[src/rtl/flit_tracker.sv]
// Packet-framing tracker: a single register slice that classifies flits, enforces
// HEAD/PAYLOAD/TAIL ordering and length limits, and reports sequence/length errors.
module flit_tracker #(
  parameter int DATA_WIDTH  = 32,
  parameter int PhitPerFlit = 2,
  parameter int TYPE_WIDTH  = 2,
  parameter int HEAD_ID     = 1,
  parameter int PAYLOAD_ID  = 2,
  parameter int TAIL_ID     = 3,
  parameter int MAX_FLITS   = 16,
  localparam int FW = DATA_WIDTH * PhitPerFlit,
  localparam int CW = $clog2(MAX_FLITS + 1)
) (
  input  logic                  clk,
  input  logic                  rst,
  input  logic [FW-1:0]         in_data,
  input  logic                  in_valid,
  output logic                  in_ready,
  output logic [FW-1:0]         out_data,
  output logic                  out_valid,
  input  logic                  out_ready,
  output logic [TYPE_WIDTH-1:0] out_type,
  output logic [CW-1:0]         pkt_len,
  output logic                  err_seq,
  output logic                  err_len,
  output logic [7:0]            err_count
);

  typedef enum logic {IDLE, BODY} state_e;
  typedef enum logic [1:0] {K_DEFAULT, K_HEAD, K_PAYLOAD, K_TAIL} kind_e;

  state_e                state_q, state_d;
  logic [CW-1:0]         cnt_q, cnt_d;
  logic                  valid_q, valid_d;
  logic [FW-1:0]         data_q, data_d;
  logic [TYPE_WIDTH-1:0] type_q, type_d;
  logic [CW-1:0]         len_q, len_d;
  logic                  err_seq_q, err_seq_d;
  logic                  err_len_q, err_len_d;
  logic [7:0]            err_cnt_q, err_cnt_d;

  logic [TYPE_WIDTH-1:0] in_field;
  kind_e                 kind;
  logic                  accept;
  logic                  fwd;
  logic [CW-1:0]         tail_len;

  assign in_ready = !valid_q || out_ready;
  assign accept   = in_valid && in_ready;
  assign in_field = in_data[FW-1 -: TYPE_WIDTH];

  always_comb begin
    kind = K_DEFAULT;
    if      (in_field == TYPE_WIDTH'(HEAD_ID))    kind = K_HEAD;
    else if (in_field == TYPE_WIDTH'(PAYLOAD_ID)) kind = K_PAYLOAD;
    else if (in_field == TYPE_WIDTH'(TAIL_ID))    kind = K_TAIL;
  end

  always_comb begin
    state_d   = state_q;
    cnt_d     = cnt_q;
    fwd       = 1'b0;
    err_seq_d = 1'b0;
    err_len_d = 1'b0;
    tail_len  = '0;
    if (accept) begin
      unique case (state_q)
        IDLE: begin
          if (kind == K_HEAD) begin
            fwd     = 1'b1;
            cnt_d   = CW'(1);
            state_d = BODY;
          end else begin
            err_seq_d = 1'b1;
          end
        end
        BODY: begin
          unique case (kind)
            K_HEAD: begin
              err_seq_d = 1'b1;
              fwd       = 1'b1;
              cnt_d     = CW'(1);
            end
            K_PAYLOAD: begin
              if (cnt_q == CW'(MAX_FLITS - 1)) begin
                err_len_d = 1'b1;
                cnt_d     = '0;
                state_d   = IDLE;
              end else begin
                fwd   = 1'b1;
                cnt_d = cnt_q + CW'(1);
              end
            end
            K_TAIL: begin
              fwd      = 1'b1;
              tail_len = cnt_q + CW'(1);
              cnt_d    = '0;
              state_d  = IDLE;
            end
            default: err_seq_d = 1'b1;
          endcase
        end
        default: state_d = IDLE;
      endcase
    end
  end

  // A dropped flit never loads the slice; only a pop can clear out_valid.
  always_comb begin
    valid_d = valid_q;
    data_d  = data_q;
    type_d  = type_q;
    len_d   = len_q;
    if (fwd) begin
      valid_d = 1'b1;
      data_d  = in_data;
      type_d  = TYPE_WIDTH'(kind);
      len_d   = tail_len;
    end else if (out_ready) begin
      valid_d = 1'b0;
      len_d   = '0;
    end
  end

  always_comb begin
    err_cnt_d = err_cnt_q;
    if ((err_seq_d || err_len_d) && err_cnt_q != 8'hFF) err_cnt_d = err_cnt_q + 8'd1;
  end

  always_ff @(posedge clk or negedge rst) begin
    if (!rst) begin
      state_q   <= IDLE;
      cnt_q     <= '0;
      valid_q   <= 1'b0;
      data_q    <= '0;
      type_q    <= '0;
      len_q     <= '0;
      err_seq_q <= 1'b0;
      err_len_q <= 1'b0;
      err_cnt_q <= '0;
    end else begin
      state_q   <= state_d;
      cnt_q     <= cnt_d;
      valid_q   <= valid_d;
      data_q    <= data_d;
      type_q    <= type_d;
      len_q     <= len_d;
      err_seq_q <= err_seq_d;
      err_len_q <= err_len_d;
      err_cnt_q <= err_cnt_d;
    end
  end

  assign out_valid = valid_q;
  assign out_data  = data_q;
  assign out_type  = type_q;
  assign pkt_len   = (valid_q && type_q == TYPE_WIDTH'(K_TAIL)) ? len_q : '0;
  assign err_seq   = err_seq_q;
  assign err_len   = err_len_q;
  assign err_count = err_cnt_q;

endmodule
[config.mk]
export PLATFORM = sky130hd
export DESIGN_NAME = flit_tracker
export DESIGN_NICKNAME = d
export VERILOG_FILES = /design/src/rtl/flit_tracker.sv
export SDC_FILE = /design/constraint.sdc
export NUM_CORES = 1
export LEC_CHECK = 0
export ABC_CLOCK_PERIOD_IN_PS = 4700
export BUFFER_PORTS_ARGS = -buffer_cell sky130_fd_sc_hd__clkbuf_2
export CAP_MARGIN = 10
export CORE_MARGIN = 4
export CORE_UTILIZATION = 35
export CTS_CLUSTER_SIZE = 30
export DETAILED_ROUTE_END_ITERATION = 8
export PLACE_DENSITY = 0.6
export SYNTH_ARGS = -nofsm -noshare
export SYNTH_HDL_FRONTEND = slang
export SYNTH_SLANG_ARGS = --single-unit
[constraint.sdc]
create_clock -name clk -period 4.7 [get_ports clk]
set_input_delay 0.47 -clock clk [delete_from_list [all_inputs] [get_ports clk]]
set_output_delay 0.47 -clock clk [all_outputs]
set_load 0.02 [all_outputs]
==> flow_metrics.tcl, run 1 <==
set metrics [dict create \
    ys.flop_type "dfrtp_1" \
    slew_violations 0 \
    hold_path_class "in2async" \
    synth_seq_cells 88 \
    synth_area_leader_cell "dfrtp_1" \
    antenna_found_initial 0 \
    period_minus_slack_ns 2.935 \
    synth.net_count 324 \
    gp_congestion 0.7578 \
    synth.distinct_cells 40 \
    fin_nets 476 \
    drtIter0Drc 78 \
    async_flop_share 1.000 \
    die_w_um 110.9 \
    crit_fanout 40 \
    rows 37 \
    grt-ovfl-total 0 \
    stdcell_count 545 \
    drc 0 \
    synth.most_common_cell "dfrtp_1" \
    status "finished clean" \
    synthCells 252 \
    clk_latency_ns 0.36 \
    initial_core_util 0.3589 \
    grt_max_degree 50 \
    cts_resized 0 \
    cp_data_required_time_ns 4.94 \
    skew_ns 0.01367 \
    portBuffers 150 \
    placedCellCount 529 \
    htreeDepth 3 \
    busiest_layer "met2" \
    seq_area_frac_synth 0.5944 \
    netlist_area_um2 3705 \
    nFillCells 942 \
    rsz0062_at_grt "no" \
    clk_path_buf_depth 2 \
    first_global_vias 2647 \
    synthTopCellsByCount "dfrtp_1, mux2_2, mux2_4" \
    ys_top_cells_by_area "dfrtp_1, mux2_2, mux2_4" \
    path_clk_slew_ns 0.09 \
    fmax_mhz 340.7 \
    cellPowerDensity_nw_per_um2 508.9 \
    viasPerCell 4.560 \
    multi_input_area_um2 1390 \
    synth_edf_count 0 \
    tightest_slew_ns 1.047 \
    drt_first_pass_iters 4 \
    seqCellArea_um2 2202 \
    power_leakage_nw 2.413 \
    setup_viol 0 \
    vias 2485 \
    tritoncts "built" \
    max_cap_viol_count 0 \
    cts_root_buf "clkbuf_8" \
    fp.dieH_um 110.9 \
    clock_sinks 88 \
    fin_crit_sh 0.6246 \
    wl_mm 7.868 \
    ctsHoldBuffers 0 \
    critPathCaptureType "flip-flop" \
    postCtsSetupBuffers 0 \
    diodes 0 \
    hpwl_mm 5.876 \
    use_met1 0.1553 \
    start_kind "flip-flop" \
    slew_headroom 0.3020 \
    drive_above_1_share 0.5795 \
    core-area_um2 10320 \
    timing_worst_setup_path_type "reg2reg" \
    drtAntennaViolNets 0 \
    detail_route.wl_per_cell_um 14.44 \
    syn_avg_cell_area_um2 14.70 \
    finalHoldViolCount 0 \
    ys.warnings.count 0 \
    yosys.area.top_type_share 0.5944 \
    num_io_pins 151 \
    grt_pass1_wl_mm 13.37 \
    numCtsBuffers 9 \
    irDropWorstVdd_mv 0.3168 \
    finalSetupTns_ns 0 \
    worstPathArrival_ns 3.17 \
    grt.met3_usage 0.05950 \
    area_growth_syn_to_layout_pct 29.01 \
    dieArea_um2 12300 \
    globalRouteTotalUtil 0.1349 \
    met2_usage 0.2205 \
]
==> state kept, by name, summed over array words and instances (netlist names) <==
signal	cells
state_q	1
out_data	64
cnt_q	5
out_valid	1
out_type	2
len_q	5
err_len	1
err_seq	1
err_count	8
==> metrics by stage <==
step	utilization	power [mW]	instance area [um2]	setup WS, ns	hold slack, ns
2_1_floorplan	-	1.589	3705	2.588	0.1744
3_3_place_gp	0.4415	1.869	4558	1.790	0.4707
3_5_place_dp	0.4415	1.883	4558	1.728	0.4734
4_1_cts	0.4630	2.475	4780	1.709	0.07296
5_1_grt	0.4630	2.583	4780	1.516	0.08535
6_report	0.4630	2.433	4780	1.765	0.06797
==> worst max-delay path, stage by stage (launching register included) <==
cell and delay (ns):
dfrtp_1 0.43, ha_1 0.20, and3_1 0.18, ha_1 0.22
and2b_1 0.23, o2111ai_4 0.82, buf_12 0.33, mux2_2 0.36
==> power by group <==
group          internal, mW  switching [mW]  leakage [nW]
clock                 0.313           0.264         0.106
sequential            0.946           0.134          1.05
combinational         0.336           0.441          1.25
total                  1.59           0.838          2.41
==> area by class of cell <==
type,count,share of cell area
Multi-Input combinational cell,149,0.2908
Inverter,4,0.003141
Tap cell,136,0.03560
Timing Repair Buffer,152,0.1634
Sequential cell,88,0.4607
Clock buffer,11,0.02958
Clock inverter,5,0.01675
==> layer usage <==
metal | wire length, um | vias up | part of all wire
met5 | 0 | - | 0
met4 | 217 | 0 | 0.028
met3 | 592 | 15 | 0.075
met2 | 3886 | 87 | 0.49
met1 | 3172 | 1192 | 0.40
li1 | - | 1191 | -
==> logic make-up (layout without fill, tap and decap cells) <==
| family | count (synthesis) | in the layout | synth area share |
|---|---|---|---|
| flops | 88 | 88 | 0.5944 |
| mux | 67 | 67 | 0.2209 |
| simple gates | 49 | 49 | 0.07532 |
| compound gates | 20 | 20 | 0.04425 |
| buf+inv | 15 | 172 | 0.03039 |
| xor+xnor | 9 | 9 | 0.02128 |
| fa+ha+maj | 4 | 4 | 0.01351 |
==> final timing paths <==
kind,start,to,slack [ns],depth (start not counted)
max,cnt_q[0],out_data[43],1.76,7
min,rst,out_data[55],0.07,1
max reg2reg,cnt_q[0],out_data[43],1.76,7
min reg2reg,err_count[7],err_count[7],0.50,1
max in group asynchronous,rst,out_data[17],3.63,2
min in group clk,in_data[54],out_data[54],0.33,2
==> placed cells by master, fill, tap and decap left out, types with 4 or more instances in the layout <==
cell	count
inv_1	4
dfrtp_1	88
nand2_1	8
mux2_2	49
ha_1	4
nor2_1	4
clkbuf_2	149
and3_1	6
and2_1	6
a21oi_1	4
xor2_1	9
clkbuf_8	10
mux2_4	17
nand3_1	5
(Power assumes the default switching activity.)
==> run 2: changes to the inputs <==
--- a/config.mk
+++ b/config.mk
@@ -5,7 +5,7 @@
 export SDC_FILE = /design/constraint.sdc
 export NUM_CORES = 1
 export LEC_CHECK = 0
-export ABC_CLOCK_PERIOD_IN_PS = 4700
+export ABC_CLOCK_PERIOD_IN_PS = 2800
 export BUFFER_PORTS_ARGS = -buffer_cell sky130_fd_sc_hd__clkbuf_2
 export CAP_MARGIN = 10
 export CORE_MARGIN = 4
==> constraint.sdc (replaced) <==
create_clock -name clk -period 2.8 [get_ports clk]
set_input_delay 0.28 -clock clk [delete_from_list [all_inputs] [get_ports clk]]
set_output_delay 0.28 -clock clk [all_outputs]
set_load 0.02 [all_outputs]
==> flow_metrics.tcl, run 2 (synthesis gave the netlist of run 1 again) <==
set metrics [dict create \
    crit_fanout 68 \
    final_cell_mix "clkbuf_2, dfrtp_1, mux2_2" \
    tightest_slew_ns 0.5933 \
    hp-start "in_data[61]" \
    fin_nets 478 \
    path_clk_slew_ns 0.09 \
    viasPerCell 4.570 \
    cellPowerDensity_nw_per_um2 838.5 \
    r2r_start "cnt_q[0]" \
    rsz0062_at_grt "no" \
    cp_data_required_time_ns 3.04 \
    die_w_um 110.9 \
    num_io_pins 151 \
    multi_input_area_um2 1390 \
    critPathMaxStageDelay_ns 0.44 \
    fin_crit_sh 0.8541 \
    slowest_stage "dfrtp_1" \
    irDropWorstVdd_mv 0.4393 \
    cp_cell_sequence "ha_1 > and3_1 > ha_1 > and2b_1 > o2111ai_4 > buf_12 > mux2_2" \
    clk_path_buf_depth 2 \
    drc 0 \
    grt_pass1_wl_mm 13.88 \
    layout_commonest_cell "clkbuf_2" \
    drtAntennaViolNets 0 \
    finalPower_mw 3.998 \
    stdcell_count 547 \
    timing_worst_setup_path_type "reg2reg" \
    skew_ns 0.007498 \
    initial_core_util 0.3589 \
    max_cap_viol_count 0 \
    cp_common_cell "ha_1" \
    drtIter0Drc 94 \
    fp.dieH_um 110.9 \
    final_util 0.4619 \
    drive_above_1_share 0.5791 \
    final_area_um2 4768 \
    tritoncts "built" \
    portBuffers 150 \
    critPathCaptureType "flip-flop" \
    hold_path_class "in2reg" \
    place_area_um2 4566 \
    rows 37 \
    wl_mm 8.155 \
    ff2ff_path_depth 7 \
    grt_max_degree 69 \
    grt-ovfl-total 0 \
    setup_viol 0 \
    hold_slack_ns 0.1484 \
    seqCellArea_um2 2202 \
    clock_sinks 88 \
    crit_start "cnt_q[0]" \
    numCtsBuffers 9 \
    finalHoldViolCount 0 \
    status "finished clean" \
    slew_violations 0 \
    cts_root_buf "clkbuf_8" \
    dieArea_um2 12300 \
    first_global_vias 2764 \
    start_kind "flip-flop" \
    r2r_slack_ns 0.41 \
    fmax_mhz 418.1 \
    power_leakage_nw 2.414 \
    drt_first_pass_iters 4 \
    clk_latency_ns 0.35 \
    antenna_found_initial 0 \
    largest_reg_flops 64 \
    gp_congestion 0.8479 \
    cts_resized 0 \
    layout_setup_ws_ns 0.4085 \
    endpoint "out_data[19]" \
    vias 2500 \
    place_ws_ns 0.4109 \
    htreeDepth 3 \
    worstPathArrival_ns 2.63 \
    finalSetupTns_ns 0 \
    globalRouteTotalUtil 0.1392 \
    postCtsSetupBuffers 0 \
    worstReg2RegEnd "out_data[19]" \
    hpwl_mm 6.012 \
    area_growth_syn_to_layout_pct 28.71 \
    diodes 0 \
    core-area_um2 10320 \
    period_minus_slack_ns 2.391 \
    nFillCells 982 \
    slew_headroom 0.6045 \
    detail_route.wl_per_cell_um 14.91 \
    placedCellCount 530 \
]
## run 2: layer usage
layer,global-route usage,part of all wire
met4,0.04926,0.021
met5,0,0
met2,0.2245,0.50
met1,0.1719,0.42
met3,0.05131,0.064
## run 2: worst min-delay path by stage
stage	to	slack, ns	cells past startpoint
global route	out_data[59]	0.12	2
finish	out_data[61]	0.15	2
detailed placement	out_data[57]	0.33	1
CTS	out_data[61]	0.13	2
floorplan	cnt_q[0]	-0.02	0
global placement	out_data[60]	0.32	1
## run 2: critical path, delay by kind of cell, from the launching register on
kind / cells / cell delay [ns]
buffers and inverters: 1 / 0.35
multiplexers: 1 / 0.38
adder cells (fa/ha/maj): 2 / 0.42
AO/OA/AOI/OAI: 1 / 0.20
AND/OR/NAND/NOR: 2 / 0.41
flip-flops: 1 / 0.44
## run 2: what timing repair did
action | 4_1_cts | 5_1_grt
endpoints found under the setup margin | 0 | 0
endpoints found under the hold margin | 45 | 0
hold buffers | 1 | 0
## run 2: power breakdown
group / internal, mW / switching [mW] / total (mW)
combinational: 0.565 / 0.751 / 1.32
clock: 0.416 / 0.455 / 0.871
sequential: 1.59 / 0.224 / 1.81
## run 2: area by class of cell
class / count / share of cell area
flip-flops and latches: 88 / 0.4618
multi-input cells: 149 / 0.2915
repair buffers: 154 / 0.1674
well taps: 136 / 0.03569
clock buffers: 10 / 0.02676
clock inverters: 6 / 0.01364
inverters: 4 / 0.003149
